### src/rtl/rr_arbiter_4_v_pkg.sv
// Shared types and constants for the 4-way round-robin arbiter.
// Imported by the picker and the top-level FSM.
package rr_arbiter_4_v_pkg;

   localparam int NUM_REQ  = 4;
   localparam int REQ_ID_W = 2;

   typedef enum logic {
      ST_IDLE  = 1'b0,
      ST_GRANT = 1'b1
   } state_e;

   function automatic logic [NUM_REQ-1:0] onehot4(
      input logic [REQ_ID_W-1:0] id
   );
      return NUM_REQ'(1) << id;
   endfunction

endpackage

### src/rtl/rr_arbiter_4_v_pick.sv
// Combinational rotating priority picker: first set request
// at or after ptr, wrapping modulo 4.
module rr_pick_4_v
   import rr_arbiter_4_v_pkg::*;
(
   input  logic [NUM_REQ-1:0]  req,
   input  logic [REQ_ID_W-1:0] ptr,
   output logic [REQ_ID_W-1:0] id,
   output logic                any
);

   logic [NUM_REQ-1:0]  rot;
   logic [REQ_ID_W-1:0] enc;

   // rot[i] = req[(i + ptr) mod 4]
   assign rot = NUM_REQ'({req, req} >> ptr);

   always_comb begin
      enc = '0;
      priority case (1'b1)
         rot[0]:  enc = 2'd0;
         rot[1]:  enc = 2'd1;
         rot[2]:  enc = 2'd2;
         rot[3]:  enc = 2'd3;
         default: enc = 2'd0;
      endcase
   end

   assign id  = enc + ptr;
   assign any = |req;

endmodule

### src/rtl/rr_arbiter_4_v.sv
// Four-requester round-robin arbiter with registered, held grant
// and an optional hold timeout that reclaims the resource.
module rr_arbiter_4_v
   import rr_arbiter_4_v_pkg::*;
#(
   parameter int MAX_HOLD = 16,
   parameter int CNT_W    = 5
)
(
   input  logic                i_clk,
   input  logic                i_rst_n,
   input  logic                i_en,
   input  logic [NUM_REQ-1:0]  i_req,
   output logic [NUM_REQ-1:0]  o_gnt,
   output logic [REQ_ID_W-1:0] o_gnt_id,
   output logic                o_valid,
   output logic                o_timeout
);

   localparam logic [CNT_W-1:0] HOLD_LAST =
      CNT_W'((MAX_HOLD > 0) ? MAX_HOLD - 1 : 0);
   localparam logic [CNT_W-1:0] CNT_MAX = '1;

   state_e              state_q, state_d;
   logic [REQ_ID_W-1:0] ptr_q, ptr_d;
   logic [CNT_W-1:0]    cnt_q, cnt_d;
   logic [NUM_REQ-1:0]  gnt_q, gnt_d;
   logic [REQ_ID_W-1:0] gnt_id_q, gnt_id_d;
   logic                timeout_q, timeout_d;

   logic [REQ_ID_W-1:0] pick_id;
   logic                pick_any;
   logic                owner_req;
   logic                hold_expired;

   rr_pick_4_v u_pick (
      .req (i_req),
      .ptr (ptr_q),
      .id  (pick_id),
      .any (pick_any)
   );

   assign owner_req    = i_req[gnt_id_q];
   assign hold_expired = (MAX_HOLD != 0) && (cnt_q == HOLD_LAST);

   always_comb begin
      state_d   = state_q;
      ptr_d     = ptr_q;
      cnt_d     = cnt_q;
      gnt_d     = gnt_q;
      gnt_id_d  = gnt_id_q;
      timeout_d = 1'b0;
      unique case (state_q)
         ST_IDLE: begin
            if (i_en && pick_any) begin
               state_d  = ST_GRANT;
               gnt_d    = onehot4(pick_id);
               gnt_id_d = pick_id;
               cnt_d    = '0;
            end
         end
         ST_GRANT: begin
            // Any release advances ptr past the owner for fairness
            if (!owner_req || hold_expired) begin
               state_d   = ST_IDLE;
               gnt_d     = '0;
               ptr_d     = gnt_id_q + 2'd1;
               timeout_d = owner_req;
            end else if (cnt_q != CNT_MAX) begin
               cnt_d = cnt_q + 1'b1;
            end
         end
         default: begin
            state_d = ST_IDLE;
            gnt_d   = '0;
         end
      endcase
   end

   always_ff @(posedge i_clk or negedge i_rst_n) begin
      if (!i_rst_n) begin
         state_q   <= ST_IDLE;
         ptr_q     <= '0;
         cnt_q     <= '0;
         gnt_q     <= '0;
         gnt_id_q  <= '0;
         timeout_q <= 1'b0;
      end else begin
         state_q   <= state_d;
         ptr_q     <= ptr_d;
         cnt_q     <= cnt_d;
         gnt_q     <= gnt_d;
         gnt_id_q  <= gnt_id_d;
         timeout_q <= timeout_d;
      end
   end

   assign o_gnt     = gnt_q;
   assign o_gnt_id  = gnt_id_q;
   assign o_valid   = (state_q == ST_GRANT);
   assign o_timeout = timeout_q;

endmodule

### config.mk
export PLATFORM = sky130hd
export DESIGN_NAME = rr_arbiter_4_v
export DESIGN_NICKNAME = d
export VERILOG_FILES = /design/src/rtl/rr_arbiter_4_v_pkg.sv /design/src/rtl/rr_arbiter_4_v_pick.sv /design/src/rtl/rr_arbiter_4_v.sv
export SDC_FILE = /design/constraint.sdc
export NUM_CORES = 1
export LEC_CHECK = 0
export CAP_MARGIN = 5
export CORE_UTILIZATION = 40
export CTS_BUF_LIST = sky130_fd_sc_hd__clkbuf_16
export DETAILED_ROUTE_END_ITERATION = 10
export GPL_ROUTABILITY_DRIVEN = 0
export PLACE_DENSITY_LB_ADDON = 0.05
export SETUP_SLACK_MARGIN = 0.4
export SLEW_MARGIN = 10
export SYNTH_ARGS = -nofsm -noshare
export SYNTH_HDL_FRONTEND = slang
export SYNTH_HIERARCHICAL = 1
export SYNTH_SLANG_ARGS = --single-unit
### constraint.sdc
create_clock -name i_clk -period 5.2 [get_ports i_clk]
set_input_delay 0.78 -clock i_clk [delete_from_list [all_inputs] [get_ports i_clk]]
set_output_delay 0.78 -clock i_clk [all_outputs]
set_load 0.02 [all_outputs]
### Word level (Yosys, flattened, before mapping)

Index checks and enable logic that the tools add are counted.

* bits in registers: 15
* bits of input ports: 7
* output and inout bits: 8
* word-level logic and storage cells: 45

* order comparisons: 1
* multiplexer cells: 18
* shift operators: 2
* bitwise gates (word level): 1
* add/subtract/negate cells: 3
* reduce and logical (&&, ||, !) cells: 8
* equal/unequal tests: 6

Operators with widths (number)
* 2-to-1 mux 5 bit: 3
* case mux 5 bit (2 select lines): 1
* 2-to-1 mux 2 bit: 4
* 2-to-1 mux 4 bit: 2
* case mux 4 bit (2 select lines): 1
* >> shifter 8 x 2 -> 4 bit: 1
* AND reduction 2 bit: 3
* adder 5 x 1 -> 5 bit, second input constant: 1
* equality test 5 x 4 -> 1 bit, second input constant: 1
* 2-to-1 mux 1 bit: 5
* inequality test 5 bit, second input constant: 1
* inequality test 2 x 1 -> 1 bit, second input constant: 2
* inequality test 2 bit, second input constant: 2
* OR reduction 4 bit: 1
* << shifter 1 x 2 -> 4 bit, first input constant: 1
* < comparator 2 x 3 -> 1 bit, second input constant: 1
* AND reduction 3 bit: 1
* adder 2 x 1 -> 2 bit, second input constant: 1
* adder 2 bit: 1
* binary-select mux 1 bit (select 2 bit): 1
* case mux 1 bit (2 select lines): 1
* logical AND 1 bit: 1
* logical NOT 1 bit: 1
* logical OR 1 bit: 1
* NOT 1 bit: 1

### Logic depth before layout (Yosys ltp)

Gate-level depths: netlist of run 1.

* word-level depth: 9
* depth in mapped cells: 10
* mapped depth without buffers: 9

### By module

The synthesis of run 1 kept the hierarchy.

By module, submodules not included
* rr_arbiter_4_v: cells an instance 75, times used 1, sequential area each 375.4 um^2, area each 787.0 um^2
* rr_pick_4_v: cells an instance 27, times used 1, sequential area each 0.0 um^2, area each 178.9 um^2

### Worst setup path after synthesis of run 1

Ideal clock, no wire load.

* path kind: input -> register
* start point: in i_req[0]
* end point: reg gnt_q[3] (netlist: o_gnt[3])
* data arrival time: 2.042 ns
* data required time: 5.078 ns
* path slack: 3.037 ns
* cell stages on the path: 9
* setup time: 0.122 ns
* buffers on the path: 0
* cells stage by stage: nor2_1 > nor3_1 > a21oi_1 > o211ai_1 > ha_1 > xor2_1 > xnor2_1 > and3_1 > a32o_1

* longest elaborated chain between the ends: 9
* elaborated cells between the ends (all ways): 18
* those cells by class: add/sub: 1; eq/ne: 2; shift: 2; mux: 8; reduce/logical: 5

RTL lines
* start: declaration: RTL line rr_arbiter_4_v.sv:13 `input logic [NUM_REQ-1:0] i_req,`
* >> shifter 8 x 2 -> 4 bit (*): RTL line rr_arbiter_4_v_pick.sv:16 `assign rot = NUM_REQ'({req, req} >> ptr);`
* 2-to-1 mux 2 bit (3 in series): RTL line rr_arbiter_4_v_pick.sv:20 `priority case (1'b1)`
* 2-to-1 mux 2 bit (*): RTL line rr_arbiter_4_v_pick.sv:20
* adder 2 bit (*): RTL line rr_arbiter_4_v_pick.sv:29 `assign id = enc + ptr;`
* via pick_id[1]: RTL line rr_arbiter_4_v.sv:31 `logic [REQ_ID_W-1:0] pick_id;`
* << shifter 1 x 2 -> 4 bit (*): RTL line rr_arbiter_4_v_pkg.sv:16 `return NUM_REQ'(1) << id;`
* 2-to-1 mux 4 bit (*): RTL line rr_arbiter_4_v.sv:55 `if (i_en && pick_any) begin`
* case mux 4 bit (2 select lines) (*): RTL line rr_arbiter_4_v.sv:53 `unique case (state_q)`
* end signal: assignment: RTL line rr_arbiter_4_v.sv:92 `gnt_q <= gnt_d;`
* end: declaration: RTL line rr_arbiter_4_v.sv:27 `logic [NUM_REQ-1:0] gnt_q, gnt_d;`

Mark *: on every way through the listed nets, which the timed path passes. The rest lies on a longest branch. The select of a mux whose other input is x is not followed.
A chain may end at the register's enable or synchronous reset.

### Worst setup path in the final report of run 1

Same ends and word-level chain as after synthesis.

==> results of run 1 <==
[worst max path at each step]
stage,from,to,slack [ns],cells after the start
finish,i_req[0],o_gnt[3]$_DFFE_PN0P_,2.51,10
global route,i_req[0],o_gnt[3]$_DFFE_PN0P_,2.27,10
CTS,i_req[0],o_gnt[1]$_DFFE_PN0P_,2.52,10
detailed placement,i_req[0],o_gnt[1]$_DFFE_PN0P_,2.29,10
global placement,i_req[2],o_gnt[1]$_DFFE_PN0P_,2.29,10
floorplan,i_req[0],o_gnt[3]$_DFFE_PN0P_,3.04,9
[power breakdown]
group	switching (mW)	internal, mW
Clock	0.0466	0.102
Combinational	0.171	0.154
Sequential	0.0732	0.162
Total	0.291	0.418
[through the flow]
step	total power [mW]	hold WS [ns]	area, um2
after global routing	0.762	0.519	1200
after floorplan	0.458	0.484	966
after CTS	0.716	0.510	1200
after global placement	0.556	0.489	1130
after detailed placement	0.561	0.489	1130
final	0.709	0.506	1200
[registers in the layout, summed over array words and instances, names as in the netlist]
name       cells
cnt_q          5
o_gnt          4
o_gnt_id       2
o_timeout      1
o_valid        1
ptr_q          2
[layer usage]
layer	track usage [%]	wire length, um	vias to the layer above	share of wire [%]
li1	-	-	407	-
met1	24.1	1050	395	50
met2	30.3	932	21	44
met3	3.27	89	4	4.2
met4	9.72	39	0	1.9
met5	0	0	-	0
[cell usage after synthesis (2+ instances only)]
master | n | area share [%]
a211oi_1 | 2 | 1.6
a21oi_1 | 3 | 1.6
a22o_1 | 2 | 1.8
a32o_1 | 2 | 2.1
and3_1 | 2 | 1.3
dfrtp_1 | 15 | 39
ha_1 | 4 | 5.2
inv_1 | 3 | 1.2
mux2_2 | 2 | 2.3
mux2i_1 | 4 | 4.1
nand2_1 | 11 | 4.3
nand2b_1 | 4 | 2.6
nand3_1 | 2 | 1.0
nor2_1 | 7 | 2.7
nor3_1 | 5 | 2.6
nor3b_1 | 2 | 1.6
o21ai_0 | 6 | 3.1
xnor2_1 | 2 | 1.8
[layout make-up]
| class | instances | share of cell area (%) |
|---|---|---|
| Clock buffer | 3 | 6.23 |
| Clock inverter | 1 | 0.312 |
| Inverter | 3 | 0.935 |
| Multi-Input combinational cell | 81 | 46.8 |
| Sequential cell | 15 | 31.2 |
| Tap cell | 28 | 2.91 |
| Timing Repair Buffer | 14 | 11.6 |
[cell families (layout without fill, tap and decap cells)]
family	Yosys count	in the layout	share of synthesized area, %
buffers and inverters	6	21	2.72
adders and majority gates	4	4	5.18
and+or+nand+nor	41	41	22.5
DFF	15	15	38.9
xor gates and xnor gates	3	3	2.72
muxes	6	6	6.48
AOI/OAI and AO/OA	27	27	21.5
[worst reg2reg max path, cell delays in order (launching register included)]
cell	delay, ns
dfrtp_1	0.42
ha_1	0.24
and3_1	0.20
ha_1	0.20
or2_2	0.30
o22ai_2	0.31
a21oi_1	0.12
a211o_1	0.24
==> flow_summary_export.csv, run 1 <==
group,metric,value,unit
outcome,run_status,"completed",
run,drv_cap,0,
sta,finalHoldViolCount,0,
sta,setup_viol,0,
hold_path,worstHoldStart,"o_gnt[1]$_DFFE_PN0P_",
clocking,cts_hold_buf,0,
routing,dr.first_iter.drc_count,16,
worst_setup_path,arrival,2.82,ns
worst_setup_path,r2r-start,"cnt_q[0]$_DFFE_PN0P_",
grt,grtUsageTotal,18.9,%
cells_and_area,antenna_cells,0,
clocking,post-cts-setup-buffers,0,
place,pre_cts_slack,2.29,ns
cells_and_area,layout_common_cells,"15 x dfrtp_1, 14 x clkdlybuf4s50_1, 11 x nand2_1",
yosys,synthCells,102,
worst_setup_path,endpoint_kind,"flip-flop",
worst_setup_path,critPathMaxStageDelay,0.54,ns
yosys,synth_enable_flop_cells,0,
worst_setup_path,cp_slowest_cell,"clkdlybuf4s50_1",
cells_and_area,instances_no_fill,145,
cells_and_area,ff_latch_area,375,um2
sta,fmaxAchievable,372,MHz
cells_and_area,areaGrowthSynthToFinish,24.7,%
hold_path,whs_path_depth,1,
yosys,ys_async_sr_fraction,100,%
clocking,cts_made_buffers,3,
sta,period_share,51.7,%
cells_and_area,multi_input_area,564,um2
worst_setup_path,crit_family,"compound AO/OA/AOI/OAI gates",
worst_setup_path,cp.required,5.33,ns
pwr,max-vdd-ir-drop,339,uV
worst_setup_path,cp.buffers_inverters,1,
floorplanning,fp.coreArea,0.00225,mm2
yosys,syn_area_per_cell,9.47,um2
routing,wl_per_cell,14.5,um
sta,rsz0062_at_grt,"no",
worst_setup_path,crit_type,"input pin to flip-flop",
cells_and_area,fill_cells,224,
clocking,ctsResizeCount,0,
routing,drcViolationCount,0,
routing,vias_per_cell,5.70,
worst_setup_path,cp-start-kind,"input pin",
yosys,ys_dominant_reg_cell,"dfrtp_1",
yosys,ys_ff_latch,15,
floorplanning,initial_core_util,42.8,%
sta,min_period,2.69,ns
hold_path,hold_path.class,"flip-flop to flip-flop",
worst_setup_path,rrSetupSlack,3.05,ns
floorplanning,num_rows,17,
cells_and_area,nNetsFinal,129,
grt,grt_remaining_overflow,0,
clocking,htree_levels,1,
sta,slew_headroom,52.2,%
hold_path,whs_endpoint,"o_gnt[1]$_DFFE_PN0P_",
sta,setup_tns,0,ns
grt,antenna_found_initial,0,
sta,worst_pin_slew,0.715,ns
floorplanning,die_w,51.1,um
cells_and_area,drive_gt1_share,11.1,%
grt,grt_pass1_wl,3640,um
cells_and_area,layout_commonest_cell,"dfrtp_1",
yosys,syn_area,966,um2
clocking,ctsLongestPathBuffers,2,
worst_setup_path,r2r_cells,7,
cells_and_area,fin_util,53.4,%
pwr,leakage,0.516,nW
worst_setup_path,crit_chain,"clkdlybuf4s50_1 -> nand2_1 -> nor2_1 -> o21ai_0 -> o211ai_1 -> ha_1 -> xor2_1 -> xnor2_1 -> and3_1 -> a32o_1",
yosys,synth_cell_types,42,
worst_setup_path,crit-reg2reg-capture,"cnt_q[2]$_DFFE_PN0P_",
grt,grt_max_degree,16,
clocking,clk_pin_slew,0.05,ns
yosys,synth_nets,113,
clocking,clk_latency,0.25,ns
clocking,clock_sinks,15,
yosys,yosysWarnings,6,
floorplanning,die_height,51.1,um
routing,ant_nets,0,
grt,grt_pass1_vias,802,
yosys,seq_area_frac_synth,38.9,%
sta,setup_ws,2.51,ns
routing,vias,827,
routing,drt_pass1_iterations,4,
place,dp_cells,141,
pwr,power.density,588,mW/mm2
routing,drt_wl_total,2110,um
sta,maxSlewViolCount,0,
place,hpwl,1480,um
floorplanning,die-area,0.00262,mm2
sta,clock_skew,0.00482,ns
clocking,cts-root-buf,"clkbuf_16",
place,port_buffers,14,
worst_setup_path,cp_max_fo,8,
floorplanning,ioPinCount,15,
clocking,tritoncts,"done",
Power figures use the tool's default switching activity.
==> run 2, diff against run 1 <==
clock period = 2.8 ns   (was 5.2 ns; I/O delays follow)
==> run 2 against run 1 <==
Net effect: non-clock buffer count up 2; register-to-register slack got worse by 2.4 ns; combinational power rose by 100%; critical path type is now flip-flop to flip-flop; via count is 0.24% higher.
==> flow_summary_export.csv, run 2 (synthesized netlist as in run 1, its figures left out) <==
group,metric,value,unit
worst_setup_path,cp.required,2.93,ns
sta,whs,0.493,ns
worst_setup_path,endpoint_kind,"flip-flop",
place,pre_cts_slack,0.264,ns
worst_setup_path,cp.buffers_inverters,0,
pwr,power.density,1090,mW/mm2
sta,period_share,75.8,%
hold_path,whs_endpoint,"o_gnt[3]$_DFFE_PN0P_",
pwr,max-vdd-ir-drop,630,uV
worst_setup_path,critPathMaxStageDelay,0.42,ns
floorplanning,die_height,51.1,um
worst_setup_path,cp_slowest_cell,"dfrtp_1",
sta,rsz0062_at_grt,"no",
grt,grt_pass1_wl,3480,um
cells_and_area,areaGrowthSynthToFinish,27.5,%
pwr,finalPower,1.35,mW
grt,grt_remaining_overflow,0,
cells_and_area,nNetsFinal,131,
clocking,htree_levels,1,
worst_setup_path,arrival,2.25,ns
sta,clock_skew,0.00188,ns
worst_setup_path,crit-reg2reg-capture,"cnt_q[2]$_DFFE_PN0P_",
clocking,clk_latency,0.24,ns
worst_setup_path,rrSetupSlack,0.68,ns
floorplanning,initial_core_util,42.8,%
cells_and_area,top_register,"cnt_q",
sta,worst_pin_slew,0.708,ns
worst_setup_path,r2r_cells,7,
clocking,cts_hold_buf,0,
place,port_buffers,14,
floorplanning,num_rows,17,
routing,ant_nets,0,
worst_setup_path,cp-start-kind,"flip-flop",
routing,drcViolationCount,0,
routing,wl_per_cell,14.3,um
worst_setup_path,r2r-start,"cnt_q[0]$_DFFE_PN0P_",
routing,vias,829,
clocking,cts_made_buffers,3,
routing,dr.first_iter.drc_count,17,
grt,antenna_found_initial,0,
run,drv_cap,0,
sta,setup_ws,0.678,ns
cells_and_area,layout_commonest_cell,"dfrtp_1",
grt,grt_max_degree,16,
grt,grt_pass1_vias,796,
pwr,leakage,0.560,nW
cells_and_area,largest_register_ff_count,5,
place,hpwl,1470,um
hold_path,worstHoldStart,"o_gnt[3]$_DFFE_PN0P_",
outcome,run_status,"completed",
hold_path,hold_path.class,"flip-flop to flip-flop",
clocking,clock_sinks,15,
cells_and_area,fill_cells,205,
sta,setup_tns,0,ns
clocking,tritoncts,"done",
clocking,ctsLongestPathBuffers,2,
worst_setup_path,crit_chain,"ha_1 -> and3_1 -> ha_1 -> or2_2 -> o22ai_2 -> a21oi_1 -> a211o_1",
floorplanning,fp.coreArea,0.00225,mm2
routing,drt_wl_total,2100,um
floorplanning,die_w,51.1,um
grt,grtUsageTotal,18.1,%
cells_and_area,drive_gt1_share,13.4,%
worst_setup_path,crit_family,"compound AO/OA/AOI/OAI gates",
sta,maxSlewViolCount,0,
sta,slew_headroom,52.7,%
routing,drt_pass1_iterations,4,
cells_and_area,antenna_cells,0,
hold_path,whs_path_depth,1,
sta,min_period,2.12,ns
floorplanning,die-area,0.00262,mm2
sta,finalHoldViolCount,0,
floorplanning,ioPinCount,15,
routing,vias_per_cell,5.64,
worst_setup_path,crit_type,"flip-flop to flip-flop",
clocking,cts-root-buf,"clkbuf_16",
cells_and_area,layout_common_cells,"15 x dfrtp_1, 11 x nand2_1, 10 x clkdlybuf4s50_1",
sta,fmaxAchievable,471,MHz
clocking,clk_pin_slew,0.05,ns
worst_setup_path,cp_max_fo,8,
worst_setup_path,cp_common_cell,"ha_1",
sta,setup_viol,0,
[run 2: layout make-up]
type	count	area [um2]	share of cell area [%]
multi-input cells	81	564	45.8
flip-flops and latches	15	375	30.5
repair buffers	16	165	13.4
clock buffers	3	75.1	6.10
well taps	28	35.0	2.85
inverters	3	11.3	0.915
clock inverters	1	5.00	0.407
[run 2: where the power goes]
part           internal, mW  total (mW)  leakage (nW)  switching, mW
sequential            0.301       0.412         0.196          0.111
combinational         0.314       0.660         0.324          0.346
clock                 0.190       0.275        0.0409         0.0843
[run 2: repair_timing]
action,in CTS,in global routing
hold endpoints to repair,0,0
setup endpoints to repair,0,4
buffers inserted,0,1
resized for setup,0,4
[run 2: worst register-to-register path: cells and delay by family, from the launching register on]
kind,cells,cell delay [ns]
AO/OA/AOI/OAI,3,0.65
flip-flops,1,0.42
adder cells (fa/ha/maj),2,0.44
AND/OR/NAND/NOR,2,0.50
[run 2: how the worst max path moves through the flow]
stage                    startpoint                    to  slack (ns)  depth (start not counted)
5_1_grt        ptr_q[0]$_DFFE_PN0P_  o_gnt[1]$_DFFE_PN0P_        0.50                          9
3_5_place_dp               i_req[0]  o_gnt[1]$_DFFE_PN0P_        0.26                         10
6_report       cnt_q[0]$_DFFE_PN0P_  cnt_q[2]$_DFFE_PN0P_        0.68                          7
4_1_cts                    i_req[0]  o_gnt[1]$_DFFE_PN0P_        0.50                         10
3_3_place_gp               i_req[2]  o_gnt[1]$_DFFE_PN0P_        0.25                         10
2_1_floorplan  cnt_q[0]$_DFFE_PN0P_  cnt_q[4]$_DFFE_PN0P_        0.87                          7
[run 2: metal layers]
| layer | global-route usage [%] | vias to the layer above | wire [um] |
|---|---|---|---|
| met4 | 5.56 | 0 | 9 |
| li1 | - | 416 | - |
| met2 | 31.1 | 14 | 1000 |
| met1 | 22.6 | 397 | 1010 |
| met3 | 3.87 | 2 | 79 |
| met5 | 0 | - | 0 |
[run 2: through the flow]
step	cell area, um2	cells	util [%]
final	1230	147	54.6
after global routing	1230	147	54.6
after CTS	1210	146	53.8
after detailed placement	1130	142	50.3
after global placement	1130	142	50.3
after floorplan	966	102	-
==> run 3, diff against run 2 <==
clock period = 2.2 ns   (was 2.8 ns; I/O delays follow)
==> run 3 against run 2 <==
Net effect: critical endpoint is now o_gnt[1]$_DFFE_PN0P_; sequential power up 34%; via count rose by 18%; largest power group unchanged; clock skew increased by 0.0028 ns; worst setup slack lost 0.41 ns.
==> flow_summary_export.csv, run 3 (synthesized netlist as in run 1, its figures left out) <==
group,metric,value,unit
outcome,run_status,"completed",
routing,dr.first_iter.drc_count,20,
cells_and_area,drive_gt1_share,41.8,%
clocking,clock_sinks,15,
floorplanning,initial_core_util,42.8,%
floorplanning,die_w,51.1,um
routing,wl_per_cell,15.8,um
place,pre_cts_slack,-0.216,ns
pwr,seq_power_share,26.8,%
grt,grt_remaining_overflow,0,
clocking,cts_made_buffers,3,
sta,rsz0062_at_grt,"yes",
sta,fmaxAchievable,518,MHz
clocking,ctsLongestPathBuffers,2,
routing,vias_per_cell,5.79,
floorplanning,num_rows,17,
worst_setup_path,crit_type,"flip-flop to flip-flop",
hold_path,whs_endpoint,"o_gnt[3]$_DFFE_PN0P_",
clocking,htree_levels,1,
place,port_buffers,14,
pwr,intPower,1.22,mW
cells_and_area,areaGrowthSynthToFinish,58.2,%
cells_and_area,antenna_cells,0,
worst_setup_path,cp.required,2.32,ns
hold_path,worstHoldStart,"o_gnt[3]$_DFFE_PN0P_",
floorplanning,die-area,0.00262,mm2
hold_path,whs_path_depth,1,
worst_setup_path,rrSetupSlack,0.27,ns
clocking,tritoncts,"done",
sta,slew_headroom,52.9,%
run,drv_cap,0,
routing,vias,979,
clocking,cts_hold_buf,0,
sta,period_share,87.8,%
sta,min_period,1.93,ns
cells_and_area,layout_common_cells,"22 x buf_4, 14 x dfrtp_1, 10 x nand2_1, 10 x clkdlybuf4s50_1, 5 x nor2_1",
floorplanning,die_height,51.1,um
worst_setup_path,crit_start,"ptr_q[0]$_DFFE_PN0P_",
pwr,clkPwrFrac,16.8,%
worst_setup_path,crit_chain,"buf_6 -> a31oi_4 -> o211ai_1 -> ha_2 -> xor2_1 -> xnor2_1 -> nor2_1 -> a32o_1",
worst_setup_path,cp_max_fo,6,
worst_setup_path,endpoint_kind,"flip-flop",
routing,drcViolationCount,0,
sta,setup_viol,0,
pwr,switching_power,0.833,mW
grt,antenna_found_initial,0,
sta,worst_pin_slew,0.704,ns
routing,ant_nets,0,
cells_and_area,fill_cells,192,
worst_setup_path,r2r_cells,8,
worst_setup_path,critPathMaxStageDelay,0.47,ns
clocking,cts-root-buf,"clkbuf_16",
pwr,p_sw_share,40.5,%
worst_setup_path,arrival,2.06,ns
grt,grt_max_degree,16,
cells_and_area,layout_commonest_cell,"buf_4",
sta,setup_ws,0.268,ns
cells_and_area,top_register,"cnt_q",
cells_and_area,ff_latch_area,377,um2
grt,grtUsageTotal,22.7,%
worst_setup_path,cp_slowest_cell,"dfrtp_2",
sta,clock_skew,0.00470,ns
worst_setup_path,crit-reg2reg-capture,"o_gnt[1]$_DFFE_PN0P_",
floorplanning,fp.coreArea,0.00225,mm2
cells_and_area,multi_input_area,696,um2
pwr,pwr-share-comb,56.3,%
pwr,power.density,1350,mW/mm2
clocking,clk_pin_slew,0.05,ns
worst_setup_path,cp-start-kind,"flip-flop",
clocking,clk_latency,0.24,ns
grt,grt_pass1_wl,4320,um
pwr,leakage,0.650,nW
pwr,max-vdd-ir-drop,863,uV
grt,grt_pass1_vias,961,
sta,finalHoldViolCount,0,
pwr,finalPower,2.06,mW
cells_and_area,nNetsFinal,153,
worst_setup_path,r2r-start,"ptr_q[0]$_DFFE_PN0P_",
routing,drt_pass1_iterations,4,
place,hpwl,1660,um
cells_and_area,largest_register_ff_count,5,
sta,maxSlewViolCount,0,
routing,drt_wl_total,2680,um
hold_path,hold_path.class,"flip-flop to flip-flop",
floorplanning,ioPinCount,15,
-- run 3: cell types whose count changed in the layout (fill, tap and decap cells not counted), moves of 2 or more --
| cell | previous run | this run |
|---|---|---|
| buf_4 | 2 | 22 |
| dlymetal6s2s_1 | 4 | 0 |
| ha_1 | 4 | 0 |
| clkdlybuf4s15_2 | 0 | 3 |
| ha_2 | 0 | 3 |
| buf_6 | 0 | 2 |
| nand2b_1 | 4 | 2 |
| nand2b_4 | 0 | 2 |
| nor2_1 | 7 | 5 |
| nor2_2 | 0 | 2 |
| nor3_1 | 5 | 3 |
| o21ai_0 | 6 | 4 |
| o21ai_1 | 0 | 2 |
-- run 3: cell type report --
| class | instances | area share, % |
|---|---|---|
| Clock inverter | 1 | 0.246 |
| Clock buffer | 3 | 4.91 |
| Sequential cell | 15 | 24.7 |
| Tap cell | 28 | 2.29 |
| Timing Repair Buffer | 38 | 21.6 |
| Multi-Input combinational cell | 81 | 45.5 |
| Inverter | 3 | 0.737 |
-- run 3: repair_timing --
item | in CTS | in global routing
setup buffers | 7 | 4
setup endpoints to repair | 10 | 15
pin swaps | 14 | 16
gates resized for setup | 24 | 6
-- run 3: metrics by stage --
stage | util (%) | setup TNS [ns] | hold slack, ns | instance area, um2 | std cells
2_1_floorplan | - | 0 | 0.0344 | 1020 | 102
3_3_place_gp | 56.5 | -0.583 | 0.491 | 1270 | 154
3_5_place_dp | 56.5 | -0.767 | 0.482 | 1270 | 154
4_1_cts | 65.4 | 0 | 0.509 | 1480 | 165
5_1_grt | 67.8 | 0 | 0.519 | 1530 | 169
6_report | 67.8 | 0 | 0.501 | 1530 | 169
-- run 3: per-layer routing --
layer / share of wire (%) / track usage, %
met1: 45 / 28.4
met2: 50 / 37.9
met5: 0 / 0
met4: 1.7 / 9.26
met3: 3.4 / 4.46
-- run 3: power by group through the flow --
stage	registers [mW]	logic [mW]	clock network, mW
3_5_place_dp	0.559	0.899	0
3_3_place_gp	0.554	0.887	0
4_1_cts	0.545	1.08	0.349
5_1_grt	0.574	1.25	0.361
2_1_floorplan	0.558	0.599	0
6_report	0.552	1.16	0.346
-- run 3: worst max-delay path, delay by kind of cell (launching register included) --
family | cells | cell delay [ns]
simple gates | 1 | 0.11
xor+xnor | 2 | 0.39
compound gates | 3 | 0.51
buf+inv | 1 | 0.16
flops | 1 | 0.47
fa+ha+maj | 1 | 0.18
-- run 3: worst max path at each step --
stage,end,slack (ns),cells past startpoint
after detailed placement,o_gnt[3]$_DFFE_PN0P_,-0.22,10
after global placement,o_gnt[3]$_DFFE_PN0P_,-0.17,10
after CTS,o_gnt[3]$_DFFE_PN0P_,0.28,8
after global routing,o_gnt[1]$_DFFE_PN0P_,0.13,9
final,o_gnt[1]$_DFFE_PN0P_,0.27,8
after floorplan,o_gnt[3]$_DFFE_PN0P_,0.34,9
